<file path="src/rtl/mac_accumulator.sv">
// Purpose: accumulates a stream of unsigned product terms into a running sum and holds the result until it is consumed.
// Latency: acc_valid rises the cycle after the last term is accepted, and acc_out already includes that term.
// Backpressure: prod_ready drops while a result is held; acc_ready=1 releases the result, and the next term is accepted one cycle later.
//
// Ports:
//   clk, rst_n            clock, asynchronous active-low reset
//   clear                 synchronous flush; discards any partial or held result
//   prod_in/_valid/_last  incoming term, its valid flag, and the end-of-sequence marker
//   prod_ready            high while collecting terms
//   acc_out/acc_valid     accumulated sum and its completed-result flag
//   acc_ready             downstream takes the held result
//   overflow              sticky wrap flag for the current sequence
//   term_count            saturating count of terms accepted in the current sequence
module mac_accumulator #(
  parameter int PROD_WIDTH = 4,
  parameter int ACC_WIDTH  = 8,
  parameter int CNT_WIDTH  = 4
) (
  input  logic                  clk,
  input  logic                  rst_n,
  input  logic                  clear,
  input  logic [PROD_WIDTH-1:0] prod_in,
  input  logic                  prod_valid,
  input  logic                  prod_last,
  output logic                  prod_ready,
  output logic [ACC_WIDTH-1:0]  acc_out,
  output logic                  acc_valid,
  input  logic                  acc_ready,
  output logic                  overflow,
  output logic [CNT_WIDTH-1:0]  term_count
);

  typedef enum logic {
    ACCUM = 1'b0,
    DONE  = 1'b1
  } state_t;

  state_t                state_q, state_d;
  logic [ACC_WIDTH-1:0]  acc_d;
  logic                  acc_valid_d;
  logic                  overflow_d;
  logic [CNT_WIDTH-1:0]  cnt_d;

  logic                  accept;
  // One spare bit on top of the sum captures the unsigned carry-out.
  logic [ACC_WIDTH:0]    sum_ext;

  assign prod_ready = (state_q == ACCUM);
  assign accept     = prod_valid && prod_ready;
  assign sum_ext    = {1'b0, acc_out}
                    + {{(ACC_WIDTH - PROD_WIDTH + 1){1'b0}}, prod_in};

  always_ff @(posedge clk or negedge rst_n) begin
    if (!rst_n) begin
      state_q    <= ACCUM;
      acc_out    <= '0;
      acc_valid  <= 1'b0;
      overflow   <= 1'b0;
      term_count <= '0;
    end else begin
      state_q    <= state_d;
      acc_out    <= acc_d;
      acc_valid  <= acc_valid_d;
      overflow   <= overflow_d;
      term_count <= cnt_d;
    end
  end

  always_comb begin
    state_d     = state_q;
    acc_d       = acc_out;
    acc_valid_d = acc_valid;
    overflow_d  = overflow;
    cnt_d       = term_count;

    if (clear) begin
      // Flush wins over any simultaneous accept or consume.
      state_d     = ACCUM;
      acc_d       = '0;
      acc_valid_d = 1'b0;
      overflow_d  = 1'b0;
      cnt_d       = '0;
    end else begin
      case (state_q)
        ACCUM: begin
          if (accept) begin
            acc_d = sum_ext[ACC_WIDTH-1:0];
            if (sum_ext[ACC_WIDTH]) begin
              overflow_d = 1'b1;
            end
            if (term_count != {CNT_WIDTH{1'b1}}) begin
              cnt_d = term_count + 1'b1;
            end
            if (prod_last) begin
              state_d     = DONE;
              acc_valid_d = 1'b1;
            end
          end
        end
        DONE: begin
          // Result is frozen here; incoming terms are not accepted.
          if (acc_ready) begin
            state_d     = ACCUM;
            acc_d       = '0;
            acc_valid_d = 1'b0;
            overflow_d  = 1'b0;
            cnt_d       = '0;
          end
        end
        default: begin
          state_d = ACCUM;
        end
      endcase
    end
  end

endmodule
</file>
<file path="config.mk">
export PLATFORM = sky130hd
export DESIGN_NAME = mac_accumulator
export DESIGN_NICKNAME = d
export VERILOG_FILES = /design/src/rtl/mac_accumulator.sv
export SDC_FILE = /design/constraint.sdc
export NUM_CORES = 1
export LEC_CHECK = 0
export BUFFER_PORTS_ARGS = -buffer_cell sky130_fd_sc_hd__buf_2
export CAP_MARGIN = 20
export CORE_MARGIN = 1.5
export CORE_UTILIZATION = 35
export DETAILED_ROUTE_END_ITERATION = 8
export SYNTH_ARGS = -nofsm -noshare
export SYNTH_HDL_FRONTEND = slang
export SYNTH_SLANG_ARGS = --single-unit
</file>
<file path="constraint.sdc">
create_clock -name clk -period 3 [get_ports clk]
set_clock_uncertainty 0.1 [all_clocks]
set_input_delay 0.15 -clock clk [delete_from_list [all_inputs] [get_ports clk]]
set_output_delay 0.15 -clock clk [all_outputs]
set_load 0.01 [all_outputs]
</file>
==> flow_metrics.py, run 1 <==
metrics = {
    "floorplanning": {
        "fp-row-count": 17,
        "die_area_sq_um": 2713,
        "dieHeight_um": 52.09,
        "num_io_pins": 25,
        "start_util": 0.3776,
        "fp.coreArea_sq_um": 2233,
        "die_x_um": 52.09,
    },
    "sta": {
        "hold_viol_final": 0,
        "whs_ps": 21.78,
        "worst_slew_pin_slew_ps": 388.8,
        "relSlewSlack": 0.7400,
        "rsz0062_at_grt": "no",
        "fin_crit_ps": 1947,
        "finalCritPeriodShare": 0.6492,
        "tns_ps": 0,
        "setup_viol": 0,
        "slew_viol_final": 0,
        "max_freq_mhz": 513.5,
    },
    "cells_and_area": {
        "layout_commonest_cell": "buf_2",
        "area_delta_synth_final_pct": 23.29,
        "final_cell_mix": "24 x buf_2, 15 x dfrtp_1, 12 x nand2_1",
        "utilization": 0.4655,
        "design_area_sq_um": 1040,
        "fin_cells": 141,
        "drive_above_1_share": 0.3009,
        "nNetsFinal": 130,
        "n_antenna_cell": 0,
    },
    "clock_tree": {
        "cts_max_path_buffers": 2,
        "clk_latency_ps": 290,
        "cts_buffers": 3,
        "clkSinkCount": 15,
        "cts.reportedPaths.clkPinSlew_ps": 100,
        "cts_tree": "yes",
        "ctsHtreeMaxLevel": 1,
        "post_cts_resized": 0,
        "cts-root-buf": "clkbuf_4",
    },
    "critical_path": {
        "worstPathCellList": "ha_1, fa_1, a21o_1, a21oi_1, or4_1, a21oi_1",
        "required_ps": 3080,
        "worstPathArrival_ps": 2030,
        "cp_slowest_stage_delay_ps": 410,
        "cp-start-kind": "register",
        "cp_common_cell": "a21oi_1",
        "crit_buf_inv": 0,
        "critical_path_class": "register to register",
        "cp_top_family": "adder cells",
        "slowest_stage": "dfrtp_1",
        "crit_path_end_kind": "register",
        "path_max_fanout": 5,
    },
    "pwr": {
        "clkPwrFrac": 0.263,
        "combPwrFrac": 0.240,
        "internal_power_mw": 0.3160,
        "swShare": 0.3140,
        "vdd_ir_drop_max_mv": 0.3204,
        "power.switching_mw": 0.1446,
        "p_per_area_nw_per_um2": 443.0,
        "p_seq_frac": 0.497,
        "leakage_nw": 0.5301,
    },
    "route": {
        "dr.pass1.iters": 4,
        "drc": 0,
        "routed_wl_um": 1844,
        "ant_nets": 0,
        "drt-wirelength-per-cell_um": 13.08,
        "first_iter_violations": 15,
        "vias": 766,
        "viasPerCell": 5.433,
    },
    "synth": {
        "synth.distinct_cells": 33,
        "synth_nets": 100,
        "syn_area_per_cell_sq_um": 10.04,
        "synthArstFlopShare": 1.000,
        "ys_warn_count": 0,
        "netlist_instances": 84,
        "ys_seq_elements": 15,
        "synth_edf_count": 0,
        "netlist_area_sq_um": 843.3,
        "yosys.area.top_type_share": 0.4451,
        "synthFlopType": "dfrtp_1",
        "synth_top_cells_by_area": "dfrtp_1 45%, ha_1 7.4%, a21oi_1 6.5%",
        "synth_top_area_cell": "dfrtp_1",
        "ys_seq_area_frac": 0.4451,
    },
    "global_route": {
        "grt_usage": 0.1525,
        "grt_max_degree": 16,
        "grt_pass1_vias": 712,
        "grt_overflow": 0,
        "grt_antenna_before_repair": 0,
        "grt_pass1_wl_um": 2967,
    },
    "place": {
        "dp_hpwl_um": 1377,
        "dpl_cell_area_sq_um": 993.5,
        "dp_cells": 135,
        "io_buffers": 24,
        "gp_congestion": 0.7446,
    },
    "run_status": {
        "outcome": "finished clean",
    },
    "flow_run": {
        "drv_cap": 0,
    },
    "worst_hold_path": {
        "hold_class": "primary input to register",
    },
}
synthesized netlist by cell type (all sizes together) (2+ instances only):
cell type / n
a21o: 3
a22o: 3
nand2: 12
inv: 2
or3: 2
ha: 5
o21ai: 5
dfrtp: 15
a21oi: 11
nor2: 3
nand3: 3
registers in the layout, summed over array words and instances, names as in the netlist:
signal      count
acc_valid       1
term_count      4
state_q         1
overflow        1
acc_out         8
timing repair:
action / in CTS / in global routing
hold buffers: 2 / 0
buffers inserted: 0 / 0
endpoints found under the hold margin: 17 / 0
cell families after synthesis:
logic type	synth area share
xor+xnor	0.02078
compound gates	0.2552
buf+inv	0.01483
fa+ha+maj	0.09792
simple gates	0.1662
flops	0.4451
worst reg2reg max path, stage by stage (launching register included):
cell and delay, ps:
dfrtp_1 410, ha_1 230, fa_1 400, a21o_1 170, a21oi_1 300, or4_1 170, a21oi_1 60
layout make-up:
| class | count | area [sq um] |
|---|---|---|
| timing repair buffer | 26 | 140.1 |
| fill | 228 | 1194 |
| clock buffer | 4 | 26.28 |
| inverter | 2 | 7.507 |
| tap | 28 | 35.03 |
| multi-input combinational | 66 | 455.4 |
| sequential | 15 | 375.4 |
routing by layer:
metal,track usage,routed length [um],vias up
met2,0.2405,871,14
met1,0.1993,869,370
met3,0.01724,59,5
met5,0,0,-
li1,-,-,377
met4,0.09211,44,0
worst paths after layout:
check | startpoint | slack, ps | to | cells after the start
hold / removal | prod_last | 20 | state_q$_DFF_PN0_ | 3
max in group asynchronous | rst_n | 2350 | term_count[2]$_DFFE_PN0P_ | 2
setup / recovery | acc_out[0]$_DFFE_PN0P_ | 1050 | acc_out[6]$_DFFE_PN0P_ | 6
setup reg to reg | acc_out[0]$_DFFE_PN0P_ | 1050 | acc_out[6]$_DFFE_PN0P_ | 6
min in group asynchronous | rst_n | 190 | acc_out[3]$_DFFE_PN0P_ | 2
hold reg to reg | acc_out[2]$_DFFE_PN0P_ | 410 | acc_out[2]$_DFFE_PN0P_ | 2
through the flow:
stage / setup WS (ps) / total power [mW]
after floorplan: 1153 / 0.3025
final: 1053 / 0.4606
after CTS: 1045 / 0.4646
after detailed placement: 1066 / 0.3422
after global routing: 937.4 / 0.4849
after global placement: 1126 / 0.3399
power groups by stage:
| stage | clock network [mW] | logic, mW | registers [mW] |
|---|---|---|---|
| floorplan | 0 | 0.0650 | 0.238 |
| global placement | 0 | 0.107 | 0.233 |
| detailed placement | 0 | 0.109 | 0.233 |
| CTS | 0.124 | 0.112 | 0.229 |
| global route | 0.129 | 0.125 | 0.231 |
| finish | 0.121 | 0.111 | 0.229 |
Note: power is estimated with default switching activity, not from simulation.
==> inputs of run 2 (changes only) <==
- ABC_AREA: not set -> 1
- clock period: 3 -> 1.7 ns (I/O delays scaled with it)
==> flow_metrics.py, run 2 <==
metrics = {
    "critical_path": {
        "required_ps": 1770,
        "cp-start-kind": "register",
        "worst-r2r-cell-count": 8,
        "path_max_fanout": 4,
        "worstPathArrival_ps": 1620,
        "crit_path_end_kind": "register",
        "critical_path_class": "register to register",
    },
    "cells_and_area": {
        "final_cell_mix": "24 x buf_2, 23 x nand2_1, 15 x dfrtp_1",
        "nNetsFinal": 157,
        "area_delta_synth_final_pct": 24.35,
        "top_regs": "acc_out x8, term_count x4",
        "layout_commonest_cell": "buf_2",
        "largest_register_ff_count": 8,
        "regMostFlops": "acc_out",
        "fill_cells": 258,
        "n_antenna_cell": 0,
        "drive_above_1_share": 0.3357,
    },
    "sta": {
        "whs_ps": 2.675,
        "max_freq_mhz": 645.5,
        "hold_viol_final": 0,
        "finalCritPeriodShare": 0.9113,
        "rsz0062_at_grt": "no",
        "setup_viol": 0,
        "worst_slew_pin_slew_ps": 339.9,
        "tns_ps": 0,
        "slew_viol_final": 0,
        "fin_crit_ps": 1549,
        "relSlewSlack": 0.7734,
    },
    "clock_tree": {
        "cts_tree": "yes",
        "cts-root-buf": "clkbuf_4",
        "ctsHtreeMaxLevel": 1,
        "cts_max_path_buffers": 2,
        "cts.reportedPaths.clkPinSlew_ps": 90,
        "cts_buffers": 3,
        "clkSinkCount": 15,
        "clk_latency_ps": 270,
    },
    "synth": {
        "syn_area_per_cell_sq_um": 8.345,
        "ys_warn_count": 0,
        "synth_edf_count": 0,
        "ys_seq_elements": 15,
        "synth.distinct_cells": 22,
        "synth_top_area_cell": "dfrtp_1",
        "yosysMostFrequentCell": "nand2_1",
        "synthArstFlopShare": 1.000,
        "netlist_instances": 109,
        "ys_seq_area_frac": 0.4127,
        "yosys.area.top_type_share": 0.4127,
        "synth_top_cells_by_area": "dfrtp_1 41%, nand2_1 9.9%, ha_1 6.9%",
        "synthFlopType": "dfrtp_1",
        "netlist_area_sq_um": 909.6,
        "synthTopCellsByCount": "24 x nand2_1, 15 x dfrtp_1, 14 x inv_1, 10 x a21oi_1, 9 x nor2_1",
        "synth_nets": 125,
    },
    "floorplanning": {
        "fp-row-count": 18,
        "num_io_pins": 25,
        "dieHeight_um": 53.98,
        "die_area_sq_um": 2914,
        "start_util": 0.3672,
        "fp.coreArea_sq_um": 2477,
        "die_x_um": 53.98,
    },
    "route": {
        "first_iter_violations": 8,
        "drt-wirelength-per-cell_um": 11.16,
        "drc": 0,
        "routed_wl_um": 1898,
        "viasPerCell": 4.676,
        "dr.pass1.iters": 4,
        "vias": 795,
        "ant_nets": 0,
    },
    "run_status": {
        "outcome": "finished clean",
    },
    "pwr": {
        "vdd_ir_drop_max_mv": 0.5627,
        "fin_total_pwr_mw": 0.8967,
        "p_per_area_nw_per_um2": 792.8,
        "leakage_nw": 0.5876,
    },
    "global_route": {
        "grt_pass1_vias": 730,
        "grt_max_degree": 16,
        "grt_antenna_before_repair": 0,
        "grt_overflow": 0,
        "grt_pass1_wl_um": 3132,
        "grt_usage": 0.1490,
    },
    "worst_hold_path": {
        "hold_class": "primary input to register",
        "whs_path_depth": 4,
    },
    "place": {
        "io_buffers": 24,
        "gp_congestion": 0.7665,
        "dp_hpwl_um": 1447,
    },
    "flow_run": {
        "drv_cap": 0,
    },
}
-- run 2: cell types whose count changed after synthesis, moves of 2 or more --
cell | previous run | this run
nand3_1 | 3 | 5
o21ai_0 | 5 | 2
nand3_2 | 0 | 4
nor2_2 | 0 | 3
inv_1 | 2 | 14
nand2_2 | 0 | 3
nor2_1 | 2 | 9
a21o_1 | 2 | 0
nand2_1 | 12 | 24
or3_1 | 2 | 0
o21ai_1 | 0 | 2
-- run 2: critical path, stage by stage (launching register included) --
cell and delay, ps:
dfrtp_1 400, ha_2 200, fa_2 340, nand3_1 90
nand2_2 90, nand4_1 90, nand2_1 50, inv_1 50
nor2_1 40
-- run 2: kinds of logic (layout without fill, tap and decap cells) --
family,after synthesis,count (layout),share of synthesized area
compound gates,17,17,0.1073
xor+xnor,1,1,0.009630
fa+ha+maj,6,6,0.09078
buf+inv,16,47,0.07427
flops,15,15,0.4127
simple gates,54,54,0.3054
-- run 2: cell type report --
cell class,instances,area (sq um),area share
multi-input cells,78,474.2,0.4192
flip-flops and latches,15,375.4,0.3319
repair buffers,27,150.1,0.1327
inverters,16,67.56,0.05973
well taps,30,37.54,0.03319
clock buffers,4,26.28,0.02323
-- run 2: power by group --
group	internal, mW	switching, mW	leakage, nW
combinational	0.109	0.148	0.370
clock	0.0909	0.108	0.0150
sequential	0.396	0.0447	0.203
total	0.595	0.301	0.588
-- run 2: worst paths after layout --
kind,startpoint,end,slack [ps]
setup / recovery,acc_out[0]$_DFFE_PN0P_,acc_out[6]$_DFFE_PN0P_,150
hold / removal,acc_ready,state_q$_DFF_PN0_,3
setup reg to reg,acc_out[0]$_DFFE_PN0P_,acc_out[6]$_DFFE_PN0P_,150
hold reg to reg,acc_valid$_DFFE_PN0P_,acc_valid$_DFFE_PN0P_,420
max in group asynchronous,rst_n,state_q$_DFF_PN0_,1110
min in group asynchronous,rst_n,acc_out[6]$_DFFE_PN0P_,140
-- run 2: stage by stage --
step / std cells / instance area (sq um) / utilization / setup WS [ps]
global placement: 163 / 1067 / 0.4308 / 67.93
detailed placement: 163 / 1067 / 0.4308 / 42.59
finish: 170 / 1131 / 0.4566 / 150.8
CTS: 170 / 1124 / 0.4535 / 30.75
floorplan: 109 / 909.6 / - / 72.58
global route: 170 / 1131 / 0.4566 / 18.46
-- run 2: repair_timing --
action	CTS	global route
resized for setup	0	3
endpoints found under the setup margin	0	3
hold buffers	3	0
hold endpoints to repair	18	0
buffers inserted	0	0
-- run 2: layer usage --
layer  share of wire  track usage  vias to the layer above
met1            0.51       0.2007                      360
li1                -            -                      416
met4           0.010      0.06250                        0
met3           0.037      0.02500                        2
met5               0            0                        -
met2            0.44       0.2358                       17
==> inputs of run 3 (changes only) <==
- SETUP_SLACK_MARGIN: not set -> 0.4
==> flow_metrics.py, run 3 (same netlist as run 2, synthesis figures left out) <==
metrics = {
    "floorplanning": {
        "fp-row-count": 18,
        "die_x_um": 53.98,
        "die_area_sq_um": 2914,
        "fp.coreArea_sq_um": 2477,
        "num_io_pins": 25,
        "dieHeight_um": 53.98,
        "start_util": 0.3672,
    },
    "place": {
        "gp_congestion": 0.7705,
        "dp_hpwl_um": 1490,
        "io_buffers": 24,
    },
    "clock_tree": {
        "cts.reportedPaths.clkPinSlew_ps": 90,
        "cts_max_path_buffers": 2,
        "clkSinkCount": 15,
        "cts_tree": "yes",
        "cts_buffers": 3,
        "clk_latency_ps": 280,
        "cts-root-buf": "clkbuf_4",
        "ctsHtreeMaxLevel": 1,
    },
    "global_route": {
        "grt_max_degree": 16,
        "grt_pass1_wl_um": 3305,
        "grt_overflow": 0,
        "grt_antenna_before_repair": 0,
        "grt_usage": 0.1610,
        "grt_pass1_vias": 783,
    },
    "sta": {
        "finalCritPeriodShare": 0.9158,
        "setup_viol": 0,
        "worst_slew_pin_slew_ps": 346.0,
        "rsz0062_at_grt": "yes",
        "max_freq_mhz": 642.3,
        "fin_crit_ps": 1557,
        "hold_viol_final": 0,
        "relSlewSlack": 0.7693,
        "slew_viol_final": 0,
        "tns_ps": 0,
    },
    "route": {
        "ant_nets": 0,
        "drc": 0,
        "routed_wl_um": 2158,
        "dr.pass1.iters": 4,
        "viasPerCell": 4.793,
        "first_iter_violations": 13,
        "vias": 858,
        "drt-wirelength-per-cell_um": 12.06,
    },
    "critical_path": {
        "path_max_fanout": 4,
        "worstPathArrival_ps": 1630,
        "crit_path_end_kind": "register",
        "cp-start-kind": "register",
        "critical_path_class": "register to register",
        "required_ps": 1770,
    },
    "cells_and_area": {
        "largest_register_ff_count": 8,
        "top_regs": "acc_out x8, term_count x4",
        "final_cell_mix": "24 x buf_2, 20 x nand2_1, 13 x inv_1",
        "n_antenna_cell": 0,
        "regMostFlops": "acc_out",
        "drive_above_1_share": 0.5503,
        "area_delta_synth_final_pct": 50.07,
        "layout_commonest_cell": "buf_2",
        "nNetsFinal": 166,
    },
    "pwr": {
        "p_per_area_nw_per_um2": 788.5,
        "fin_total_pwr_mw": 1.076,
        "leakage_nw": 0.6431,
        "vdd_ir_drop_max_mv": 0.5238,
    },
    "worst_hold_path": {
        "hold_class": "primary input to register",
    },
    "run_status": {
        "outcome": "finished clean",
    },
    "flow_run": {
        "drv_cap": 0,
    },
}
-- run 3: worst paths after layout --
check,cells after the start,slack (ps),startpoint,endpoint
worst max-delay path,8,140,acc_out[0]$_DFFE_PN0P_,acc_out[6]$_DFFE_PN0P_
min in group asynchronous,2,130,rst_n,acc_out[2]$_DFFE_PN0P_
worst min register to register,2,430,acc_valid$_DFFE_PN0P_,acc_valid$_DFFE_PN0P_
max in group asynchronous,2,1090,rst_n,acc_out[3]$_DFFE_PN0P_
worst min-delay path,4,10,clear,term_count[2]$_DFFE_PN0P_
worst max register to register,8,140,acc_out[0]$_DFFE_PN0P_,acc_out[6]$_DFFE_PN0P_
-- run 3: per-stage QoR --
step                hold WS [ps]  cell area [sq um]  utilization  cells  worst slack [ps]
global placement          -82.44               1129       0.4556    163             189.8
CTS                        11.04               1265       0.5106    177             132.2
global route               37.58               1365       0.5510    179             80.35
finish                     11.06               1365       0.5510    179             143.1
detailed placement        -82.94               1129       0.4556    163             128.4
floorplan                 -310.6              970.9            -    109             169.3
-- run 3: final cells by class --
class	instances	area (sq um)
inverters	16	70.07
multi-input cells	78	634.4
repair buffers	36	217.7
well taps	30	37.54
clock buffers	4	26.28
fillers	235	1112
flip-flops and latches	15	379.1
-- run 3: routing by layer --
layer / vias to the layer above / GRT usage / wire length, um
met5: - / 0 / 0
met4: 0 / 0.07500 / 13
met3: 2 / 0.02500 / 91
met2: 19 / 0.2480 / 1030
met1: 402 / 0.2207 / 1021
li1: 435 / - / -
-- run 3: power breakdown --
| part | switching (mW) | total, mW | internal (mW) |
|---|---|---|---|
| Clock | 0.111 | 0.202 | 0.0910 |
| Sequential | 0.0517 | 0.449 | 0.398 |
| Combinational | 0.214 | 0.425 | 0.211 |
-- run 3: what timing repair did --
action                     4_1_cts  5_1_grt
gates resized for setup          7       20
buffers inserted                 7        2
hold endpoints to repair        17        0
pin swaps                        8        9
gates cloned                     0        0
setup endpoints to repair       11       13
hold buffers                     3        0
-- run 3: critical path: stages (launching register included) --
cell     delay [ps]
dfrtp_1         400
ha_2            200
fa_2            350
nand3_2          90
nand2_4          70
nand4_1         100
nand2_1          50
inv_1            50
nor2_1           40
